===== src/rtl/rv32_icache.sv =====
// rv32_icache: direct-mapped, read-only instruction cache between core fetch and instruction memory.
// Latency: hits return instr_bus combinationally in the same cycle; a miss costs one lookup cycle,
//          then one cycle per refill word (more if memory is slow), then one re-lookup cycle.
// Backpressure: instr_ready=0 stalls fetch while a miss/refill is in progress;
//               mem_req is held until mem_rvalid completes each word.
// Ports:
//   clk, resetn      clock (rising edge) and synchronous active-low reset
//   flush            single-cycle pulse that invalidates every line (fence.i)
//   instr_addr       core fetch address, bits [1:0] ignored
//   instr_bus        instruction for instr_addr, NOP (addi x0,x0,0) whenever instr_ready=0
//   instr_ready      instr_bus is valid for instr_addr this cycle
//   mem_req/addr     refill word request and its word address; held until mem_rvalid
//   mem_rdata/rvalid refill data and its strobe; mem_rvalid completes the current request
module rv32_icache #(
    parameter int LINES      = 16,
    parameter int LINE_WORDS = 4
) (
    input  logic        clk,
    input  logic        resetn,
    input  logic        flush,
    input  logic [31:0] instr_addr,
    output logic [31:0] instr_bus,
    output logic        instr_ready,
    output logic        mem_req,
    output logic [31:0] mem_addr,
    input  logic [31:0] mem_rdata,
    input  logic        mem_rvalid
);

    localparam int OFF_W = $clog2(LINE_WORDS);
    localparam int IDX_W = $clog2(LINES);
    localparam int TAG_W = 30 - OFF_W - IDX_W;

    localparam logic [31:0] INSTR_NOP = 32'h0000_0013;

    typedef enum logic {
        S_IDLE   = 1'b0,
        S_REFILL = 1'b1
    } state_t;

    state_t r_state;
    state_t w_state_nxt;

    // Storage arrays: flops with asynchronous read. Only the valid bits are reset.
    logic [TAG_W-1:0] r_tag_arr [LINES];
    logic [31:0]      r_data    [LINES][LINE_WORDS];
    logic [LINES-1:0] r_valid;

    // Refill bookkeeping.
    logic [TAG_W-1:0] r_refill_tag;
    logic [IDX_W-1:0] r_refill_idx;
    logic [OFF_W-1:0] r_word_cnt;
    logic             r_flush_seen;

    // Address split.
    logic [TAG_W-1:0] w_tag;
    logic [IDX_W-1:0] w_idx;
    logic [OFF_W-1:0] w_off;

    assign w_tag = instr_addr[31 -: TAG_W];
    assign w_idx = instr_addr[OFF_W+2 +: IDX_W];
    // Shift-and-truncate so the byte-offset bits are consumed without a dangling slice.
    assign w_off = OFF_W'(instr_addr[OFF_W+1:0] >> 2);

    logic w_hit;
    logic w_last;
    logic w_start;
    logic w_fill;
    logic w_done;

    assign w_hit   = r_valid[w_idx] && (r_tag_arr[w_idx] == w_tag);
    assign w_last  = (r_word_cnt == OFF_W'(LINE_WORDS - 1));
    // A flush cycle never starts a refill: the core sees ready=0 and the
    // following lookup (against the now-empty cache) starts the refill.
    assign w_start = (r_state == S_IDLE) && !flush && !w_hit;
    // Responses outside REFILL are stale (e.g. left over from before a reset) and are dropped.
    assign w_fill  = (r_state == S_REFILL) && mem_rvalid;
    assign w_done  = w_fill && w_last;

    // State register.
    always_ff @(posedge clk) begin
        if (!resetn) begin
            r_state <= S_IDLE;
        end else begin
            r_state <= w_state_nxt;
        end
    end

    // Next-state and outputs.
    always_comb begin
        w_state_nxt = r_state;
        instr_ready = 1'b0;
        instr_bus   = INSTR_NOP;
        mem_req     = 1'b0;
        mem_addr    = 32'h0;
        case (r_state)
            S_IDLE: begin
                // flush beats hit: the line may be stale after self-modifying code.
                if (!flush && w_hit) begin
                    instr_ready = 1'b1;
                    instr_bus   = r_data[w_idx][w_off];
                end
                if (w_start) begin
                    w_state_nxt = S_REFILL;
                end
            end
            S_REFILL: begin
                mem_req  = 1'b1;
                mem_addr = {r_refill_tag, r_refill_idx, r_word_cnt, 2'b00};
                if (mem_rvalid && w_last) begin
                    w_state_nxt = S_IDLE;
                end
            end
            default: begin
                w_state_nxt = S_IDLE;
            end
        endcase
    end

    // Valid bits, word counter and flush tracking (reset).
    always_ff @(posedge clk) begin
        if (!resetn) begin
            r_valid      <= '0;
            r_word_cnt   <= '0;
            r_flush_seen <= 1'b0;
        end else begin
            if (w_start) begin
                // The line being replaced is invalid from the first refill write onward.
                r_valid[w_idx] <= 1'b0;
                r_word_cnt     <= '0;
                r_flush_seen   <= 1'b0;
            end
            if (w_fill) begin
                r_word_cnt <= r_word_cnt + OFF_W'(1);
            end
            if (flush) begin
                r_valid <= '0;
                if (r_state == S_REFILL) begin
                    r_flush_seen <= 1'b1;
                end
            end
            // Placed last so it wins over the blanket flush clear; it still writes 0 when
            // a flush arrived at any point during (or on the last beat of) this refill.
            if (w_done) begin
                r_valid[r_refill_idx] <= !(r_flush_seen || flush);
            end
        end
    end

    // Data/tag arrays and refill target (not reset; writes suppressed while resetn=0).
    always_ff @(posedge clk) begin
        if (resetn && w_start) begin
            r_refill_tag <= w_tag;
            r_refill_idx <= w_idx;
        end
        if (resetn && w_fill) begin
            r_data[r_refill_idx][r_word_cnt] <= mem_rdata;
        end
        if (resetn && w_done) begin
            r_tag_arr[r_refill_idx] <= r_refill_tag;
        end
    end

endmodule

===== config.mk =====
export PLATFORM = sky130hd
export DESIGN_NAME = rv32_icache
export DESIGN_NICKNAME = d
export VERILOG_FILES = /design/src/rtl/rv32_icache.sv
export SDC_FILE = /design/constraint.sdc
export NUM_CORES = 2
export LEC_CHECK = 0
export CAP_MARGIN = 40
export CELL_PAD_IN_SITES_DETAIL_PLACEMENT = 1
export CELL_PAD_IN_SITES_GLOBAL_PLACEMENT = 1
export CORE_MARGIN = 2
export CORE_UTILIZATION = 57
export CTS_BUF_LIST = sky130_fd_sc_hd__clkbuf_16
export DETAILED_ROUTE_END_ITERATION = 16
export PLACE_DENSITY = 0.91
export SYNTH_ARGS = -nofsm -noshare
export SYNTH_HDL_FRONTEND = slang
export SYNTH_SLANG_ARGS = --single-unit

===== constraint.sdc =====
create_clock -name clk -period 11.2 [get_ports clk]
set_clock_uncertainty 0.1 [all_clocks]
set_input_delay 2.8 -clock clk [delete_from_list [all_inputs] [get_ports clk]]
set_output_delay 2.8 -clock clk [all_outputs]
set_load 0.01 [all_outputs]

; ---- After elaboration in Yosys (flattened, before gate mapping)
; Memories as Yosys holds them, arrays and structs flattened.
; Cells that the tools add are included.
[classes]
n_addsub = 1
order_cmp = 7
eq_ne = 2
muxes = 34
bitwise_logic = 5
n_reduce_logical = 18
[ops]
columns = op, count
row1 = 32-bit two-way mux, 6
row2 = 128-bit two-way mux, 1
row3 = 32-bit binary-select mux with 2-bit select, 1
row4 = 32-bit demux with 2-bit select, 1
row5 = 16-bit two-way mux, 4
row6 = 24-bit equality test, 1
row7 = 16-bit bitwise AND, 1
row8 = 16-bit bitwise mux, 1
row9 = 16-bit NOT, 1
row10 = 1-bit two-way mux, 14
row11 = 1-bit logical AND, 13
row12 = 4-bit by 5-bit less-than comparator with 1-bit output (second input constant), 2
row13 = 1-bit demux with 4-bit select, 2
row14 = 4-bit by 1-bit greater-or-equal comparator with 1-bit output (second input constant), 2
row15 = 3-bit greater-or-equal comparator (second input constant), 2
row16 = 2-bit NOT with 3-bit output, 2
row17 = 1-bit binary-select mux with 4-bit select, 1
row18 = 2-bit two-way mux, 2
row19 = 1-bit zero test, 3
row20 = 3-bit by 1-bit less-than comparator with 1-bit output (second input constant), 1
row21 = 2-bit by 1-bit adder with 2-bit output (second input constant), 1
row22 = 2-bit equality test (second input constant), 1
row23 = 1-bit case mux with 2 select lines, 1
row24 = 2-bit nonzero test, 1
row25 = other kinds (2), 2
[totals]
register_bits = 48
ramBits = 2432
in_bits = 68
output_inout_bits = 66
word_cells = 75
memories = 2
[mem_list]
columns = memory, words, word_bits, read_ports, rd_ports_with_merged_regs, wr, line_no
row1 = r_data, 16, 128, 1, 0, 1, 46  ; logic [31:0] r_data [LINES][LINE_WORDS];
row2 = r_tag_arr, 16, 24, 1, 0, 1, 45  ; logic [TAG_W-1:0] r_tag_arr [LINES];

; ---- Longest topological paths before layout
[depth]
depth_word = 11
mapped_depth = 15
ltp_nobuf = 8

; ---- Least setup slack after synthesis
; OpenSTA, ideal clock, no wires.
[synth_timing]
kind = input to output
startpoint = in instr_addr[5]
endpoint = out instr_bus[0]
arrival_time_ps = 5775
setup_slack_ps = 2525
path_stages = 11
n_path_buf = 7
cell_sequence = buf_6 > buf_6 > buf_6 > buf_4 > buf_2 > clkbuf_1 > clkbuf_1 > mux4_2 > mux4_2 > mux4_2 > or2_1
[synth_via]
elab_chain_cells = 6
word_cells_on_any_way = 12
[synth_rtl]
columns = item, line_no
row1 = start: declaration, 21  ; input logic [31:0] instr_addr,
row2 = memory read 16 x 24 bit (tied with other cells), --
row3 = 24-bit equality test (tied with other cells), 71  ; assign w_hit = r_valid[w_idx] && (r_tag_arr[w_idx] == w_tag);
row4 = 1-bit logical AND / 32-bit two-way mux (equally long branches), "71, 101"
row5 = 1-bit logical AND / 32-bit two-way mux (equally long branches), "99, 101"
row6 = 32-bit two-way mux *, 99  ; if (!flush && w_hit) begin
row7 = 32-bit two-way mux *, 96  ; case (r_state)
row8 = end: declaration, 22  ; output logic [31:0] instr_bus,
; Mark *: on every way between the ends. The rest lies on a longest branch, timed or not. The select of a mux whose other input is x is not followed.

; ---- Worst setup path after layout
[layout_timing]
startpoint = in instr_addr[5]
endpoint = out instr_bus[8]
; Same word-level chain as after synthesis.

==> results.ini <==
[outcome]
status = finished, final reports clean

[worst_setup_path]
startpoint_type = primary input
worstPathRequired_ns = 8.30
critPathMaxFanout = 157
worstSetupPathType = in2out
endpoint_kind = primary output
cp_cell_sequence = buf_8 -> buf_12 -> mux4_2 -> mux2i_1 -> nor2_1 -> o21ai_0 -> o21ai_0 -> and4b_1 -> nand4_4 -> buf_4 -> and2b_2 -> clkdlybuf4s50_1
cp_slowest_cell = clkdlybuf4s50_1
max_stage_delay_ns = 0.72
crit_arrival_ns = 7.99
crit_top_cell = o21ai_0

[timing]
hold_viol = 0
fin_crit_ns = 10.89
slew_viol_final = 0
setup_violations = 0
worst_pin_slew_ns = 1.193
relSlewSlack_pct = 20.43
period_share_pct = 97.21
grt_setup_unrepaired = false
setup_ws_ns = 0.3127
tns_ns = 0
fmaxAchievable_ghz = 0.09185

[drt]
wl_per_cell_um = 53.78
first_iter_violations = 11630
routed_wl_um = 362100
avgViaCountPerCell = 8.043
drcViolationCount = 0
drtPass1Iterations = 8
ant_nets = 0
vias = 54150

[yosys]
synth_area_um2 = 95800
ys_warn_count = 0
synth-edff-count = 2460
syn_avg_cell_area_um2 = 24.00
synth-main-ff-cell = edfxtp_1
synth_cell_types = 71
seq_area_frac_synth_pct = 77.53
ys_ff_latch = 2480
synthCells = 3991
async_flop_share_pct = 0

[finish]
final-instance-count-excl-fill = 6732
regArea_um2 = 74270
num-fill-cells = 12800
final_layout_size_suffix_gt1_share_pct = 31.38
nets = 4394
multi_input_area_um2 = 21040
areaGrowthSynthToFinish_pct = 14.57

[global_routing]
grt_max_degree = 158
grt-ovfl-total = 0
antenna_found_initial = 29
grt_usage_pct = 40.64
grt_pass1_vias = 53150
grt_pass1_wl_um = 461500

[clocking]
root_buffer = clkbuf_16
cts.sinks = 2480
clockBufferDepth = 3
cts_resized = 0
path_clk_slew_ns = 0.07
cts_tree = built
cts_hold_buf = 0
cts_max_level = 4
clk_latency_ns = 0.92
numCtsBuffers = 226
cts_setup_buffers = 0

[placement]
io_buffer_count = 129
dpl.cell_count = 6258
finalWeightedCongestion = 0.7795
pre_cts_ws_ns = 0.6556
place_hpwl_um = 160600

[power_and_ir_drop]
ir_worst_vdd_mv = 0.1527
power.density_nw_per_um2 = 180.7
p_leak_nw = 34.34

[floorplan]
pin_count = 134
die_area_um2 = 171400
coreArea_um2 = 167000
dieWidth_um = 414.0
num_rows = 150
die_h_um = 414.0
start_util_pct = 57.35

[run]
cap_viol_max_count = 0

[worst_hold_path]
hp-class = reg2reg

per-layer routing:
| layer | wire length (um) | up-vias | GRT usage, % | share of wire (%) |
|---|---|---|---|---|
| met4 | 37420 | 20 | 29.81 | 10 |
| met1 | 104900 | 27290 | 49.78 | 29 |
| met2 | 166100 | 7105 | 63.36 | 46 |
| li1 | - | 17830 | - | - |
| met3 | 53470 | 1907 | 10.44 | 15 |
| met5 | 154 | - | 0 | 0.043 |
cells by family after synthesis:
family	Yosys count	synth area share (%)
mux	833	18.43
xor+xnor	31	0.2913
compound gates	112	0.9639
flops	2480	77.53
other cells	1	0.003914
buf+inv	225	1.147
simple gates	305	1.584
fa+ha+maj	4	0.05224
cell type report:
class	instances	share of cell area [%]
Sequential cell	2480	67.67
Multi-Input combinational cell	1287	19.17
Clock buffer	228	5.198
Timing Repair Buffer	313	3.437
Tap cell	2204	2.512
Clock inverter	194	1.930
Inverter	14	0.05472
Antenna cell	12	0.02736
cell usage in the layout, fill, tap and decap left out, types with 45 or more instances in the layout:
master	synthesis	layout
clkinv_1	1	46
nor2_4	0	79
nand2_1	56	56
clkdlybuf4s50_1	0	92
clkbuf_16	0	229
buf_12	0	52
edfxtp_1	2460	2460
clkinv_2	0	46
mux2i_1	82	82
inv_1	12	45
mux4_2	736	736
buf_4	16	102
final timing paths:
check / endpoint / startpoint / slack (ns) / depth (start not counted)
max: instr_bus[8] / instr_addr[5] / 0.31 / 12
min: r_valid[13] / r_valid[13] / 0.43 / 2
max reg2reg: r_refill_idx[1] / r_tag_arr[0][18] / 6.42 / 10
min reg2reg: r_valid[13] / r_valid[13] / 0.43 / 2
metrics by stage:
| step | instance area, um^2 | hold WS [ns] | power (mW) | utilization [%] |
|---|---|---|---|---|
| 2_1_floorplan | 95800 | 0.3668 | 10.93 | - |
| 3_3_place_gp | 100200 | 0.3823 | 11.22 | 59.99 |
| 3_5_place_dp | 101000 | 0.3947 | 11.30 | 60.49 |
| 4_1_cts | 108900 | 0.4214 | 19.58 | 65.17 |
| 5_1_grt | 109700 | 0.4313 | 20.04 | 65.70 |
| 6_report | 109800 | 0.4320 | 19.84 | 65.71 |
synth_stat cells, drive strengths merged, types with 13 or more instances:
library cell	count	area [um^2]
dfxtp	20	400.4
xnor2	18	165.2
mux4	742	16730
mux2i	82	820.8
a22oi	33	292.8
inv	13	48.79
nor2	107	404.1
xor2	13	113.9
buf	105	601.8
edfxtp	2460	73870
nand3	21	105.1
o211ai	20	150.1
and2	32	200.2
clkbuf	102	404.1
nand2	56	210.2
nor2b	34	212.7
worst max-delay path: cells and delay by family:
family / cells / cell delay, ns
multiplexers: 2 / 0.74
AO/OA/AOI/OAI: 2 / 0.36
buffers and inverters: 4 / 2.64
AND/OR/NAND/NOR: 4 / 0.96
state kept, by name (all words and copies together) (netlist names):
register      count
r_data         2048
r_refill_idx      4
r_flush_seen      1
r_refill_tag     24
r_valid          16
r_tag_arr       384
r_state           1
r_word_cnt        2
power by group:
group	internal [mW]	switching, mW	total, mW
clock	4.61	4.01	8.63
combinational	0.392	0.596	0.988
sequential	10.2	0.0254	10.2
total	15.2	4.64	19.8
Power figures use the tool's default switching activity.
